File: config.mk
export PLATFORM = sky130hd
export DESIGN_NAME = hpe_param
export DESIGN_NICKNAME = d
export VERILOG_FILES = /design/src/rtl/hpe_param.sv
export SDC_FILE = /design/constraint.sdc
export NUM_CORES = 1
export LEC_CHECK = 0
export BUFFER_PORTS_ARGS = -buffer_cell sky130_fd_sc_hd__buf_4
export CORE_ASPECT_RATIO = 0.6
export CORE_MARGIN = 1
export CORE_UTILIZATION = 25
export DETAILED_ROUTE_END_ITERATION = 8
export GPL_ROUTABILITY_DRIVEN = 1
export PLACE_DENSITY = 0.44
export SYNTH_ARGS = -nofsm -noshare
export SYNTH_HDL_FRONTEND = slang
export SYNTH_SLANG_ARGS = --single-unit
File: constraint.sdc
create_clock -name CLK -period 10.1 [get_ports CLK]
set_input_delay 1.515 -clock CLK [delete_from_list [all_inputs] [get_ports CLK]]
set_output_delay 1.515 -clock CLK [all_outputs]
set_load 0.1 [all_outputs]
File: src/rtl/hpe_param.sv
// rtl/hpe_param.sv - parametrised output-stationary systolic PE with valid/ready result register
// Optional build macro HPE_PARAM_SAT_EN saturates the value loaded into C instead of truncating it.
module hpe_param #(
    parameter int DW    = 8,
    parameter int K_MAX = 8,
    parameter int OUT_W = 19,
    localparam int ACC_W = 2*DW + $clog2(K_MAX),
    localparam int KW    = $clog2(K_MAX+1)
) (
    input  logic             CLK,
    input  logic             RST,
    input  logic             EN,
    input  logic             SIGNED_MODE,
    input  logic [KW-1:0]    K_LEN,
    input  logic [DW-1:0]    A,
    input  logic [DW-1:0]    B,
    input  logic             A_valid_in,
    input  logic             B_valid_in,
    output logic [DW-1:0]    A_out,
    output logic [DW-1:0]    B_out,
    output logic             A_valid_out,
    output logic             B_valid_out,
    output logic [OUT_W-1:0] C,
    output logic             C_valid_out,
    input  logic             C_ready_in,
    output logic             C_overrun
);

    logic             acc_en;
    logic             first;
    logic             last;
    logic             cur_sign;
    logic             sign_q;
    logic [KW-1:0]    k_cnt;
    logic [KW-1:0]    k_len_q;
    logic [KW-1:0]    k_clamp;
    logic [KW-1:0]    cur_len;
    logic [ACC_W-1:0] acc;
    logic [ACC_W-1:0] a_ext;
    logic [ACC_W-1:0] b_ext;
    logic [ACC_W-1:0] prod;
    logic [ACC_W-1:0] sum;
    logic [OUT_W-1:0] c_next;

    // On the first element the mode and length come straight from the ports, later from the latches.
    always_comb begin
        acc_en = A_valid_out && B_valid_out;
        first  = (k_cnt == '0);
        if (K_LEN == '0)
            k_clamp = KW'(1);
        else if (K_LEN > KW'(K_MAX))
            k_clamp = KW'(K_MAX);
        else
            k_clamp = K_LEN;
        cur_sign = first ? SIGNED_MODE : sign_q;
        cur_len  = first ? k_clamp : k_len_q;
        a_ext = cur_sign ? {{(ACC_W-DW){A_out[DW-1]}}, A_out} : {{(ACC_W-DW){1'b0}}, A_out};
        b_ext = cur_sign ? {{(ACC_W-DW){B_out[DW-1]}}, B_out} : {{(ACC_W-DW){1'b0}}, B_out};
        prod  = a_ext * b_ext;
        sum   = first ? prod : acc + prod;
        last  = acc_en && (k_cnt == cur_len - KW'(1));
    end

`ifdef HPE_PARAM_SAT_EN
    localparam logic [ACC_W-1:0] UMAX = (ACC_W'(1) << OUT_W) - ACC_W'(1);
    localparam logic [ACC_W-1:0] SMAX = (ACC_W'(1) << (OUT_W-1)) - ACC_W'(1);
    localparam logic [ACC_W-1:0] SMIN = ~SMAX;

    always_comb begin
        c_next = OUT_W'(sum);
        if (cur_sign) begin
            if ($signed(sum) > $signed(SMAX))
                c_next = OUT_W'(SMAX);
            else if ($signed(sum) < $signed(SMIN))
                c_next = OUT_W'(SMIN);
        end else if (sum > UMAX) begin
            c_next = OUT_W'(UMAX);
        end
    end
`else
    assign c_next = OUT_W'(sum);
`endif

    always_ff @(posedge CLK) begin
        if (!RST) begin
            A_out       <= '0;
            B_out       <= '0;
            A_valid_out <= 1'b0;
            B_valid_out <= 1'b0;
            k_cnt       <= '0;
            k_len_q     <= '0;
            sign_q      <= 1'b0;
            acc         <= '0;
            C           <= '0;
            C_valid_out <= 1'b0;
            C_overrun   <= 1'b0;
        end else if (EN) begin
            A_out       <= A;
            B_out       <= B;
            A_valid_out <= A_valid_in;
            B_valid_out <= B_valid_in;
            if (acc_en) begin
                acc   <= sum;
                k_cnt <= last ? '0 : k_cnt + KW'(1);
                if (first) begin
                    k_len_q <= k_clamp;
                    sign_q  <= SIGNED_MODE;
                end
            end
            // A completing result wins over a handshake; it only counts as overrun if the old one was not taken.
            if (last) begin
                C           <= c_next;
                C_valid_out <= 1'b1;
                if (C_valid_out && !C_ready_in)
                    C_overrun <= 1'b1;
            end else if (C_valid_out && C_ready_in) begin
                C_valid_out <= 1'b0;
            end
        end
    end

endmodule

Yosys cells after proc, flatten, opt, wreduce, memory -nomap -nowiden:

Index checks and enable logic that the tools add are counted.

* flip-flop bits (word level): 67
* input port bits: 27
* output and inout port bits: 39

* $add $sub $neg: 3
* $mul: 1
* order comparisons: 1
* equal/unequal tests: 1
* multiplexer cells: 10
* reduce and logical (&&, ||, !) cells: 12

Operators with widths (count)
* 19-bit two-way mux: 3
* 19-bit adder: 1
* 19-bit by 19-bit multiplier with 19-bit output: 1
* 4-bit two-way mux: 4
* 4-bit zero test: 2
* 2-bit AND reduction: 3
* 4-bit by 1-bit adder with 4-bit output, second input constant: 1
* 4-bit equality test: 1
* 4-bit > comparator, second input constant: 1
* 1-bit logical AND: 4
* 4-bit by 1-bit subtractor with 4-bit output, second input constant: 1
* 1-bit two-way mux: 3
* 3-bit AND reduction: 1
* 2-bit nonzero test: 1
* 1-bit zero test: 1

Depth between registers and ports, before layout:

* depth after elaboration: 9
* mapped depth: 36
* depth with buffers taken out: 35

Worst setup path before layout:

No wires, ideal clock.

* path type: input to register
* start point: in SIGNED_MODE
* end point: reg C[18]
* arrival time: 8168 ps
* data required time: 10033 ps
* setup slack: 1865 ps
* cell stages on the path: 33
* buffers on the path: 1
* path through: mux2_4 -> and2_1 -> clkbuf_1 -> nand2_1 -> inv_1 -> fa_1 -> fa_1 -> inv_1 -> fa_1 -> inv_1 -> fa_1 -> ha_1 -> inv_1 -> fa_1 -> inv_1 -> ha_1 -> and3_1 -> nor2_1 -> o31ai_1 -> or3_1 -> nand3_1 -> nand3b_1 -> xor2_1 -> ha_1 -> or2_2 -> a21oi_1 -> nand2b_1 -> o21bai_1 -> a31oi_1 -> mux2i_1 -> xnor2_1 -> mux2i_1 -> nor2_1

* longest elaborated chain between the ends: 5
* elaborated cells on any way between the ends: 6
* classes of those cells: add/sub (1); mul (1); mux (4)

RTL lines
* start, declared: RTL line 13 `input logic SIGNED_MODE,`
* 1-bit two-way mux (*)
* 19-bit two-way mux (on tied branches): RTL line 57, 58
* 19-bit by 19-bit multiplier with 19-bit output (*): RTL line 59 `prod = a_ext * b_ext;`
* 19-bit adder: RTL line 60 `sum = first ? prod : acc + prod;`
* 19-bit two-way mux (*): RTL line 60
* end signal, assigned: RTL line 112 `C <= c_next;`
* end, declared: RTL line 23 `output logic [OUT_W-1:0] C,`

Every way passes the cells marked *; elsewhere a longest branch is shown, timed or not.
A chain may end at the register's enable or synchronous reset.

Final worst setup path:

Ends and elaborated chain as after synthesis.

==> metrics <==
status=finished clean; hold crit path type=reg2reg; htree depth=3; CTS clk-pin slew, worst paths=0.06 ns; Tcrit/Tclk final=0.824; # resized after CTS=0; Clock Path Buffers=2; Num Clock Sinks=67; Place WS=1.38 ns; Reg area=1340 µm²; Multi-input gate area=6110 µm²; CP Max Fanout=10; Fmax=0.120 GHz; crit path launch=SIGNED_MODE; Bufs and invs on worst path=6; first-pass GRT wire length=33.7 mm; Slew Limit Fails=0; fillers=3435; Register-to-Register Path Depth=35; minimum clock period=8.32 ns; Static Leakage=0.00467 µW; routed vias=6191; layout cell share with drive strength beyond 1=0.101; Final GP Congestion=0.805; fin nets=1209; Total GRT Usage=0.129; Hold Fails Final Rpt=0; Rows=51; Final setup viols=0; setup TNS=0 ns; initial antenna violation count=0; Hold Path Cell Cnt=2; I/O Buffers=65; largest area contributor in the synthesized netlist=fa_1; top cell type's share of synthesized area=0.233; Die Width=237 µm; overflow left after global routing=0; CTS tree=done; remaining antenna violation count=0; Starting DRT DRC Count=301; startpoint types=input port; Max VDD drop=0.0751 mV; Starting Density=0.254; Synth cell types=60; Critical R2R Capture=C[18]; largest net degree at the start of global routing=58; RSZ-0062 raised after global routing=false; Pwr Density=93.6 nW/µm²; syn_nets=1166; Maximum Capacitance Violations=0; r2r startpoint=k_cnt[0]; WL per Instance=14.7 µm; n_diodes=0; # hold bufs at CTS=0; I/O Pins=66; CP max stage cell=fa_1; CP Depth=33; WP data required=10.31 ns; crit path capture=C[18]; slack of the critical path=1.78 ns; Tightest Pin Transition=0.920 ns; DR DRC count=0; sequential share of the synthesized area=0.162; Die Area=33800 µm²; CP Data Arrival Time=8.53 ns; Chip Height=143 µm; Synth Warn #=0; post-DP HPWL=16.9 mm; Yosys reg bits=67; DRT Pass-1 Iters=8; ys async rst share=0; ys flop type=dfxtp_1; Worst-Skew Late Latency=0.35 ns; Critical Setup Path Class=in2reg; Detailed Route WL=20.9 mm; Syn Area/Cell=8.68 µm²; CTS Root Cell=clkbuf_16; CP max stage delay=0.51 ns; CP top delay family=adder cells; CTS Buf Count=9; FF-to-FF setup slack=2.04 ns; CP Capture Type=flop; area delta synth->final=15.0%; Post-Syn Area=8250 µm²; Post-synth EDFFs=0; max_slew headroom=0.385; Hold WS=0.469 ns; Vias/cell=4.35; vias in the first global route=6005; Core Area=32500 µm²; top cells by area, synth=fa_1 23%, dfxtp_1 16%, ha_1 14%; Setup Skew=0.0102 ns; Post-Syn Instances=951; Setup Fix Bufs, Post-CTS=0
Yosys cell counts, drive strengths merged, types with 3 or more instances:
cell,number
xnor2,42
and3,10
nor2,78
nand2b,4
o31ai,3
nand3b,3
nand3,11
o211ai,4
o21bai,7
ha,92
o21ai,32
and2,51
fa,96
a31oi,4
xor2,22
o21a,3
clkbuf,30
a21oi,48
nor2b,6
a21o,13
nand2,60
buf,8
mux2i,33
a211oi,15
dfxtp,67
inv,170
nor3,11
per-stage QoR:
stage                     area, µm²  utilization  total power, µW  instances
after floorplan                8250            -              466        951
after global placement         9150        0.282              530       1407
after detailed placement       9150        0.282              531       1407
after CTS                      9490        0.292              906       1423
after global routing           9490        0.292              943       1423
final                          9490        0.292              889       1423
area by class of cell:
type / instances / area share
inverters: 170 / 0.0675
clock inverters: 6 / 0.0120
multi-input cells: 676 / 0.644
clock buffers: 10 / 0.0241
well taps: 424 / 0.0559
repair buffers: 70 / 0.0554
flip-flops and latches: 67 / 0.141
worst min path at each step:
stage | from | end | slack (ns)
6_report | acc[18] | acc[18] | 0.47
5_1_grt | acc[2] | acc[2] | 0.49
4_1_cts | acc[18] | acc[18] | 0.47
3_5_place_dp | acc[18] | acc[18] | 0.46
3_3_place_gp | C_overrun | C_overrun | 0.45
2_1_floorplan | acc[2] | acc[2] | 0.44
routing by layer:
metal  share of wire  wire, µm  track usage
met1            0.55     11600        0.202
met2            0.40      8280        0.179
met5               0         0            0
met3           0.040       846       0.0217
met4          0.0085       178       0.0273
worst min-delay path, stage by stage, from the launching register on:
cell and delay [ns]:
dfxtp_1 0.31, nand2_1 0.06, a21oi_1 0.05
cells by family (layout without fill, tap and decap cells):
kind of cell / Yosys count / count (layout) / share of synthesized area
compound gates: 145 / 145 / 0.111
xor+xnor: 64 / 64 / 0.0697
fa+ha+maj: 189 / 189 / 0.374
buf+inv: 208 / 256 / 0.0969
flops: 67 / 67 / 0.162
mux: 34 / 34 / 0.0418
simple gates: 244 / 244 / 0.144
cells in the final DEF (no fill, tap or decap), drive strengths merged, types with 4 or more instances in the layout:
cell type	n
nor2	78
o21ai	32
xnor2	42
buf	70
and2	51
xor2	22
o211ai	4
o21bai	7
nor3	11
and3	10
dfxtp	67
a31oi	4
mux2i	33
fa	96
clkbuf	10
inv	170
a21oi	48
nand3	11
nand2b	4
ha	92
a211oi	15
nor2b	6
a21o	13
nand2	60
flip-flops by register name, indices dropped and copies added (netlist names):
| signal | cells |
|---|---|
| C | 19 |
| acc | 19 |
| A_out | 8 |
| B_out | 8 |
| k_cnt | 4 |
| k_len_q | 4 |
| A_valid_out | 1 |
| B_valid_out | 1 |
| C_overrun | 1 |
| C_valid_out | 1 |
| sign_q | 1 |
where the power goes:
group | switching, µW | internal [µW] | total, µW
registers | 16.9 | 270 | 287
clock network | 127 | 242 | 369
logic | 145 | 88.3 | 233
total | 289 | 600 | 889
Note: power is estimated with default switching activity, not from simulation.
